## config.mk

```make
export PLATFORM = sky130hd
export DESIGN_NAME = mysoc_nios_oci_dct_capture_flat
export DESIGN_NICKNAME = d
export VERILOG_FILES = /design/src/rtl/mysoc_nios_oci_dct_capture_pkg.sv /design/src/rtl/mysoc_nios_oci_dct_capture_if.sv /design/src/rtl/mysoc_nios_oci_dct_capture_ring.sv /design/src/rtl/mysoc_nios_oci_dct_capture.sv /design/src/flat_wrapper.sv
export SDC_FILE = /design/constraint.sdc
export NUM_CORES = 1
export LEC_CHECK = 0
export ABC_AREA = 1
export CAP_MARGIN = 15
export CORE_MARGIN = 2
export CORE_UTILIZATION = 40
export DETAILED_ROUTE_END_ITERATION = 10
export GPL_TIMING_DRIVEN = 0
export PLACE_DENSITY = 0.61
export RECOVER_POWER = 100
export SYNTH_ARGS = -nofsm -noshare
export SYNTH_HDL_FRONTEND = slang
export SYNTH_SLANG_ARGS = --single-unit
```

## constraint.sdc

```tcl
create_clock -name clk -period 6.5 [get_ports clk]
set_input_delay 1.95 -clock clk [delete_from_list [all_inputs] [get_ports clk]]
set_output_delay 1.95 -clock clk [all_outputs]
set_load 0.005 [all_outputs]
```

## src/rtl/mysoc_nios_oci_dct_capture_pkg.sv

```systemverilog
// Shared types and sizing for the OCI DCT trace capture buffer.
// Optional feature macro: MYSOC_OCI_DCT_TIMESTAMP_EN (adds a 16-bit timestamp
// field in the MSBs of every stored entry).
package mysoc_oci_dct_pkg;

  typedef enum logic [1:0] {
    ST_IDLE    = 2'd0,
    ST_CAPTURE = 2'd1,
    ST_DRAIN   = 2'd2,
    ST_DONE    = 2'd3
  } dct_state_e;

  localparam int unsigned TS_WIDTH = 16;

  // Width of one stored entry: {[ts,] count, buffer}.
  function automatic int unsigned entry_w(input int unsigned dct_w,
                                          input int unsigned cnt_w);
`ifdef MYSOC_OCI_DCT_TIMESTAMP_EN
    return dct_w + cnt_w + TS_WIDTH;
`else
    return dct_w + cnt_w;
`endif
  endfunction

endpackage

```

## src/rtl/mysoc_nios_oci_dct_capture_if.sv

```systemverilog
// Trace-in / read-out / status bundle of the DCT capture buffer.
// master = trace source and consumer side, slave = capture block.
interface mysoc_nios_oci_dct_capture_if #(
  parameter int unsigned DCT_WIDTH   = 30,
  parameter int unsigned COUNT_WIDTH = 4,
  parameter int unsigned DEPTH       = 16
);
  import mysoc_oci_dct_pkg::*;

  localparam int unsigned ENTRY_W = entry_w(DCT_WIDTH, COUNT_WIDTH);
  localparam int unsigned LEVEL_W = $clog2(DEPTH) + 1;

  logic                   arm;
  logic                   dct_valid;
  logic [DCT_WIDTH-1:0]   dct_buffer;
  logic [COUNT_WIDTH-1:0] dct_count;
  logic                   test_ending;
  logic                   test_has_ended;
  logic                   rd_en;
  logic [ENTRY_W-1:0]     rd_data;
  logic                   rd_valid;
  logic [LEVEL_W-1:0]     level;
  logic                   overflow;
  logic [1:0]             state;
  logic                   done;

  modport master (
    output arm, dct_valid, dct_buffer, dct_count, test_ending, test_has_ended, rd_en,
    input  rd_data, rd_valid, level, overflow, state, done
  );

  modport slave (
    input  arm, dct_valid, dct_buffer, dct_count, test_ending, test_has_ended, rd_en,
    output rd_data, rd_valid, level, overflow, state, done
  );

endinterface

```

## src/rtl/mysoc_nios_oci_dct_capture_ring.sv

```systemverilog
// Ring-buffer storage for DCT capture: memory, pointers, occupancy level and
// the full-buffer policy (overwrite oldest or drop newest).
module mysoc_oci_dct_ring #(
  parameter int unsigned ENTRY_W      = 34,
  parameter int unsigned DEPTH        = 16,
  parameter int unsigned STOP_ON_FULL = 0
) (
  input  logic                     clk_i,
  input  logic                     rst_n_i,
  input  logic                     clr_i,
  input  logic                     wr_en_i,
  input  logic [ENTRY_W-1:0]       wr_data_i,
  input  logic                     rd_en_i,
  output logic [ENTRY_W-1:0]       rd_data_o,
  output logic                     rd_valid_o,
  output logic [$clog2(DEPTH):0]   level_o,
  output logic                     lost_o
);
  localparam int unsigned PTR_W = $clog2(DEPTH);
  localparam int unsigned LVL_W = PTR_W + 1;
  localparam logic [LVL_W-1:0] FULL_LVL = LVL_W'(DEPTH);

  logic [ENTRY_W-1:0] mem_q [DEPTH];
  logic [PTR_W-1:0]   wptr_q, wptr_d;
  logic [PTR_W-1:0]   rptr_q, rptr_d;
  logic [LVL_W-1:0]   level_q, level_d;
  logic [ENTRY_W-1:0] rd_data_q;
  logic               rd_valid_q;
  logic               full, empty;
  logic               do_rd, do_wr, do_ovw, lost;

  // Decide read/write/overwrite for this cycle and the next pointer/level values.
  always_comb begin
    full    = (level_q == FULL_LVL);
    empty   = (level_q == '0);
    do_rd   = rd_en_i && !empty && !clr_i;
    do_wr   = 1'b0;
    do_ovw  = 1'b0;
    lost    = 1'b0;
    wptr_d  = wptr_q;
    rptr_d  = rptr_q;
    level_d = level_q;
    if (wr_en_i && !clr_i) begin
      if (!full || do_rd) begin
        do_wr = 1'b1;
      end else if (STOP_ON_FULL == 0) begin
        do_wr  = 1'b1;
        do_ovw = 1'b1;
        lost   = 1'b1;
      end else begin
        lost = 1'b1;
      end
    end
    if (do_wr) wptr_d = wptr_q + PTR_W'(1);
    // An overwrite retires the oldest entry, so the read pointer follows.
    if (do_rd || do_ovw) rptr_d = rptr_q + PTR_W'(1);
    case ({do_wr && !do_ovw, do_rd})
      2'b10:   level_d = level_q + LVL_W'(1);
      2'b01:   level_d = level_q - LVL_W'(1);
      default: level_d = level_q;
    endcase
    if (clr_i) begin
      wptr_d  = '0;
      rptr_d  = '0;
      level_d = '0;
    end
  end

  // Pointer, level and registered read-port state.
  always_ff @(posedge clk_i or negedge rst_n_i) begin
    if (!rst_n_i) begin
      wptr_q     <= '0;
      rptr_q     <= '0;
      level_q    <= '0;
      rd_data_q  <= '0;
      rd_valid_q <= 1'b0;
    end else begin
      wptr_q     <= wptr_d;
      rptr_q     <= rptr_d;
      level_q    <= level_d;
      rd_valid_q <= do_rd;
      if (do_rd) rd_data_q <= mem_q[rptr_q];
    end
  end

  // Storage array; contents are only meaningful between the pointers.
  always_ff @(posedge clk_i) begin
    if (do_wr) mem_q[wptr_q] <= wr_data_i;
  end

  assign rd_data_o  = rd_data_q;
  assign rd_valid_o = rd_valid_q;
  assign level_o    = level_q;
  assign lost_o     = lost;

endmodule

```

## src/rtl/mysoc_nios_oci_dct_capture.sv

```systemverilog
// Nios II OCI debug-trace (DCT) capture buffer: session FSM, sticky overflow
// and optional timestamp around a ring-buffer store.
// Optional feature macro: MYSOC_OCI_DCT_TIMESTAMP_EN.
module mysoc_nios_oci_dct_capture
  import mysoc_oci_dct_pkg::*;
#(
  parameter int unsigned DCT_WIDTH    = 30,
  parameter int unsigned COUNT_WIDTH  = 4,
  parameter int unsigned DEPTH        = 16,
  parameter int unsigned STOP_ON_FULL = 0
) (
  input  logic                         clk,
  input  logic                         reset_n,
  mysoc_nios_oci_dct_capture_if.slave  bus
);
  localparam int unsigned ENTRY_W = entry_w(DCT_WIDTH, COUNT_WIDTH);
  localparam int unsigned LVL_W   = $clog2(DEPTH) + 1;

  dct_state_e         state_q;
  logic               done_q;
  logic               overflow_q;
  logic               arm_ok;
  logic               clr;
  logic               wr_en;
  logic               lost;
  logic [LVL_W-1:0]   level;
  logic [ENTRY_W-1:0] wr_data;
  logic [ENTRY_W-1:0] rd_data;
  logic               rd_valid;

  assign arm_ok = bus.arm && ((state_q == ST_IDLE) || (state_q == ST_DONE));
  assign clr    = bus.arm && (state_q == ST_DONE);
  assign wr_en  = bus.dct_valid && (state_q == ST_CAPTURE);

`ifdef MYSOC_OCI_DCT_TIMESTAMP_EN
  logic [TS_WIDTH-1:0] ts_q;

  // Session-relative timestamp: restarts on an accepted arm, runs in CAPTURE.
  always_ff @(posedge clk or negedge reset_n) begin
    if (!reset_n) begin
      ts_q <= '0;
    end else if (arm_ok) begin
      ts_q <= '0;
    end else if (state_q == ST_CAPTURE) begin
      ts_q <= ts_q + TS_WIDTH'(1);
    end
  end

  assign wr_data = {ts_q, bus.dct_count, bus.dct_buffer};
`else
  assign wr_data = {bus.dct_count, bus.dct_buffer};
`endif

  // Session FSM with registered done and sticky overflow.
  always_ff @(posedge clk or negedge reset_n) begin
    if (!reset_n) begin
      state_q    <= ST_IDLE;
      done_q     <= 1'b0;
      overflow_q <= 1'b0;
    end else begin
      if (lost) overflow_q <= 1'b1;
      case (state_q)
        ST_IDLE: begin
          if (arm_ok) state_q <= ST_CAPTURE;
        end
        ST_CAPTURE: begin
          if (bus.test_ending || bus.test_has_ended) state_q <= ST_DRAIN;
        end
        ST_DRAIN: begin
          if ((level == '0) && bus.test_has_ended) begin
            state_q <= ST_DONE;
            done_q  <= 1'b1;
          end
        end
        ST_DONE: begin
          if (arm_ok) begin
            state_q    <= ST_CAPTURE;
            done_q     <= 1'b0;
            overflow_q <= 1'b0;
          end
        end
      endcase
    end
  end

  mysoc_oci_dct_ring #(
    .ENTRY_W      (ENTRY_W),
    .DEPTH        (DEPTH),
    .STOP_ON_FULL (STOP_ON_FULL)
  ) u_ring (
    .clk_i      (clk),
    .rst_n_i    (reset_n),
    .clr_i      (clr),
    .wr_en_i    (wr_en),
    .wr_data_i  (wr_data),
    .rd_en_i    (bus.rd_en),
    .rd_data_o  (rd_data),
    .rd_valid_o (rd_valid),
    .level_o    (level),
    .lost_o     (lost)
  );

  assign bus.rd_data  = rd_data;
  assign bus.rd_valid = rd_valid;
  assign bus.level    = level;
  assign bus.overflow = overflow_q;
  assign bus.state    = state_q;
  assign bus.done     = done_q;

endmodule

```

## src/flat_wrapper.sv

```systemverilog
// flat-port wrapper written by rule: the top's interface ports become plain ports
module mysoc_nios_oci_dct_capture_flat import mysoc_oci_dct_pkg::*;
#(
  parameter int unsigned DCT_WIDTH    = 30,
  parameter int unsigned COUNT_WIDTH  = 4,
  parameter int unsigned DEPTH        = 16,
  parameter int unsigned STOP_ON_FULL = 0
)
  (clk, reset_n, bus_arm, bus_dct_valid, bus_dct_buffer, bus_dct_count, bus_test_ending, bus_test_has_ended, bus_rd_en, bus_rd_data, bus_rd_valid, bus_level, bus_overflow, bus_state, bus_done);
  mysoc_nios_oci_dct_capture_if #(.DCT_WIDTH(DCT_WIDTH), .COUNT_WIDTH(COUNT_WIDTH), .DEPTH(DEPTH)) bus_i ();
  input  logic clk;
  input  logic reset_n;
  input wire logic [$bits(bus_i.arm)-1:0] bus_arm;
  input wire logic [$bits(bus_i.dct_valid)-1:0] bus_dct_valid;
  input wire logic [$bits(bus_i.dct_buffer)-1:0] bus_dct_buffer;
  input wire logic [$bits(bus_i.dct_count)-1:0] bus_dct_count;
  input wire logic [$bits(bus_i.test_ending)-1:0] bus_test_ending;
  input wire logic [$bits(bus_i.test_has_ended)-1:0] bus_test_has_ended;
  input wire logic [$bits(bus_i.rd_en)-1:0] bus_rd_en;
  output wire logic [$bits(bus_i.rd_data)-1:0] bus_rd_data;
  output wire logic [$bits(bus_i.rd_valid)-1:0] bus_rd_valid;
  output wire logic [$bits(bus_i.level)-1:0] bus_level;
  output wire logic [$bits(bus_i.overflow)-1:0] bus_overflow;
  output wire logic [$bits(bus_i.state)-1:0] bus_state;
  output wire logic [$bits(bus_i.done)-1:0] bus_done;
  assign bus_i.arm = bus_arm;
  assign bus_i.dct_valid = bus_dct_valid;
  assign bus_i.dct_buffer = bus_dct_buffer;
  assign bus_i.dct_count = bus_dct_count;
  assign bus_i.test_ending = bus_test_ending;
  assign bus_i.test_has_ended = bus_test_has_ended;
  assign bus_i.rd_en = bus_rd_en;
  assign bus_rd_data = bus_i.rd_data;
  assign bus_rd_valid = bus_i.rd_valid;
  assign bus_level = bus_i.level;
  assign bus_overflow = bus_i.overflow;
  assign bus_state = bus_i.state;
  assign bus_done = bus_i.done;
  mysoc_nios_oci_dct_capture #(.DCT_WIDTH(DCT_WIDTH), .COUNT_WIDTH(COUNT_WIDTH), .DEPTH(DEPTH), .STOP_ON_FULL(STOP_ON_FULL)) u_core (.clk(clk), .reset_n(reset_n), .bus(bus_i));
endmodule
```

==> results by stage <==
Run status:
- The flow ran to the end, but the final reports show violations.
- The final reports fail on max-capacitance violations, max-slew violations.

Die:
- The die is 249 microns tall.
- Row generation in the floorplan step produced 89 rows.
- The die boundary width is 249 microns.
- The number of top-level design ports is 85.
- The initial utilization of the core area, before any placement, comes to 40.6%.
- The area of the die is 62,200 sq um.
- The area of the core is 59,200 sq um.

Timing:
- The count of final max-slew check failures is 100.
- Static timing analysis puts the maximum clock frequency at 0.197 GHz.
- The final clock skew is 14.1 ps.
- The final worst-path setup slack is 1420 ps.
- Summed over all failing endpoints, the final setup total negative slack is 0 ps.
- Setup repair after global routing left no endpoint under its margin.
- Measured against its own limit, the worst slew margin works out to -98.4%.
- The actual slew at the worst max-slew pin is 2980 ps.
- The tightest hold path in the finished design has a slack of 473 ps.
- The final critical path takes up 78.1% of the cycle.
- The shortest clock period the worst path allows after layout is 5080 ps.
- The total of endpoints with negative setup slack in the final report is 0.
- The final-report hold violation count is 0.

Logic synthesis:
- The instance count of the mapped netlist is 2,085.
- The fraction of synthesized area in multiplexers is 0%.
- When the netlist entered floorplanning its net count stood at 2,138.
- The number of different library cells used by synthesis comes to 28.
- The biggest area consumer among synthesized cells is sky130_fd_sc_hd__edfxtp_1.
- The synthesized flop and latch total is 596.
- The cell area after technology mapping is 24,100 sq um.
- The portion of the post-synthesis area used by sequential elements is 73.2%.
- After synthesis, the cell types taking the most area are sky130_fd_sc_hd__edfxtp_1 (68%), sky130_fd_sc_hd__nand2_1 (14%), sky130_fd_sc_hd__nand3_1 (6.0%).
- The dominant combinational cell family by area after synthesis is simple AND/OR/NAND/NOR gates.
- A synthesized cell averages 11.5 sq um.
- The synthesized netlist devotes 1.75% of its cell area to compound gates.
- The area fraction of the dominant cell type after synthesis is 67.8%.
- The adder and majority gate portion of the synthesized area is 0.655%.
- Summing the areas of all and, or, nand and nor instances in the mapped netlist gives 21.2% of the synthesized area.
- The number of warnings reported in the yosys synthesis log is 0.
- After Yosys synthesis, XOR and XNOR cells account for 0.109% of the synthesized area.

Route:
- For this run, design rule violations remaining after detail routing come to 0.
- The total wirelength of the detailed-routed design is 63.7 mm.
- The detailed router finished its first iteration with 1,549 violations.
- The routed wirelength normalized by instance count is 20.6 microns.
- The number of detailed-route iterations in the first pass is 5.
- The remaining number of nets flagged by the antenna check after routing is 0.
- After detailed routing, the number of vias per cell comes to 5.21.
- The via count is 16.1k.

Finish:
- The top cell types in the final layout, fill and taps aside, are sky130_fd_sc_hd__nand2_1 (894), sky130_fd_sc_hd__edfxtp_1 (544), sky130_fd_sc_hd__nand3_1 (289).
- The final standard cell count with taps included and fillers excluded is 3,095.
- The net count of the finished layout is 2,326.
- The antenna diode count is 0.
- The signed area change from the synthesized netlist to the final layout is 16.8%.
- Cells with a size suffix above 1 make up 8.53% of the layout.
- The area taken by flip-flops and latches is 17,600 sq um.
- The fill cell instance count of the final layout is 5,245.
- In the final layout, the multi-input gates occupy 5690 sq um.
- The most common cell after layout, fill and taps aside is sky130_fd_sc_hd__nand2_1.

Clock network:
- Buffers inserted during clock tree synthesis total 60.
- Post-CTS repair changed the size of 0 cells.
- The number of hold buffers added after CTS is 0.
- The CTS tree is built.
- The clock reaches the later pin of the worst-skew pair after 620 ps.
- The root buffer cell is sky130_fd_sc_hd__clkbuf_16.
- Clock-pin slew was measured on the worst setup and hold paths at 60 ps.
- The maximum number of buffers from clock root to sink is 3.
- Post-CTS timing repair inserted 0 buffers for setup.
- In this run the number of H-tree levels came out at 2.
- Clock tree synthesis found a total of 596 sinks.

GRT:
- The number of global-route vias before repair was 15.6k.
- Entering global routing, the biggest net connects 42 pins.
- The wire length of the first global-routing pass is 95.6 mm.
- Global routing finished with a remaining overflow of 0.
- The overall fraction of global-route tracks in use is 20.4%.
- The initial antenna violation count is 0.

Placed design:
- Summed over all nets, the half-perimeter wirelength after detailed placement is 43.3 mm.
- The cell total after placement is 2,984.
- The congestion estimate from routability-driven global placement came to 0.785.
- Before CTS, the worst setup slack after placement is 1620 ps.
- The count of buffers from port buffering is 84.

Worst setup path:
- The arrival time of the worst setup path is 5400 ps.
- The worst setup path is captured at a flip-flop.
- At the worst endpoint, the required time is 6820 ps.
- The kind of start point of the critical path is a primary input.
- The category of the critical setup timing path is primary input to flip-flop.
- The largest fanout of any net on the critical path is 10.

Power:
- The maximum VDD drop is 0.239 mV.
- The leakage dissipation is 10.9 nW.
- Total power for the finished layout comes to 11.8 mW.
- Power spread over the standard cell area amounts to 420 nW/um^2.

Flow run:
- Across the run, the number of max-cap violations was 5.

Worst hold path:
- The tightest min-delay check is of the flip-flop to flip-flop type.
[power breakdown]
group / switching (mW) / total [mW] / internal, mW
combinational: 2.63 / 3.79 / 1.16
sequential: 0.123 / 4.58 / 4.46
clock: 1.42 / 3.46 / 2.04
total: 4.16 / 11.8 / 7.66
[worst max-delay path, cell delays in order]
cell and delay (ps):
sky130_fd_sc_hd__dlygate4sd3_1 550, sky130_fd_sc_hd__nand2_1 370, sky130_fd_sc_hd__nand2_1 250, sky130_fd_sc_hd__clkbuf_1 270
sky130_fd_sc_hd__nor3_1 1060, sky130_fd_sc_hd__clkbuf_1 660, sky130_fd_sc_hd__buf_6 270
[cell usage after synthesis (all sizes together)]
master  number
a21oi       72
ha          11
or2          1
xor2         2
nor2        50
clkbuf      15
xnor2        1
inv         31
nand2      895
nand4        1
edfxtp     544
fa           1
a22oi        1
o21ai       10
nor3        13
nand3      290
dfrtp       52
buf         95
[area by class of cell]
cell class | count | share of cell area, %
well taps | 773 | 3.44
repair buffers | 126 | 4.10
clock inverters | 24 | 0.961
multi-input cells | 1348 | 20.2
clock buffers | 87 | 6.06
plain buffers | 110 | 2.11
flip-flops and latches | 596 | 62.7
inverters | 31 | 0.414
[kinds of logic (layout without fill, tap and decap cells)]
family,count (synthesis),count (layout)
simple gates,1250,1250
flops,596,596
buf+inv,141,378
compound gates,83,83
fa+ha+maj,12,12
xor+xnor,3,3
[through the flow]
| step | util [%] | area (sq um) |
|---|---|---|
| 4_1_cts | 48.1 | 28500 |
| 3_3_place_gp | 43.7 | 25900 |
| 6_report | 47.5 | 28100 |
| 2_1_floorplan | - | 24100 |
| 3_5_place_dp | 44.8 | 26500 |
| 5_1_grt | 47.5 | 28100 |
[registers in the layout, summed over array words and instances (netlist names)]
name / cells
u_core.u_ring.rd_valid_o: 1
u_core.u_ring.rd_data_o: 34
u_core.u_ring.level_o: 5
u_core.bus.overflow: 1
u_core.u_ring.rptr_q: 4
u_core.u_ring.wptr_q: 4
u_core.u_ring.mem_q: 544
u_core.bus.done: 1
u_core.bus.state: 2
[worst paths after layout]
kind / startpoint / endpoint / slack (ps) / cells after the start
worst max-delay path: bus_arm / u_core.u_ring.mem_q[7][21] / 1420 / 7
worst min-delay path: u_core.u_ring.rd_data_o[2] / u_core.u_ring.rd_data_o[2] / 470 / 2
max in group asynchronous: reset_n / u_core.u_ring.rd_data_o[27] / 1760 / 2
worst max register to register: u_core.bus.state[0] / u_core.u_ring.mem_q[7][21] / 2670 / 7
worst min register to register: u_core.u_ring.rd_data_o[2] / u_core.u_ring.rd_data_o[2] / 470 / 2
min in group asynchronous: reset_n / u_core.u_ring.rd_data_o[13] / 1430 / 1
[routing by layer]
| metal | GRT usage [%] | wire length, microns | up-vias |
|---|---|---|---|
| li1 | - | - | 7523 |
| met1 | 28.1 | 27600 | 7894 |
| met2 | 32.9 | 29800 | 595 |
| met3 | 3.55 | 4450 | 111 |
| met4 | 6.56 | 1790 | 0 |
| met5 | 0 | 0 | - |
Power figures use the tool's default switching activity.
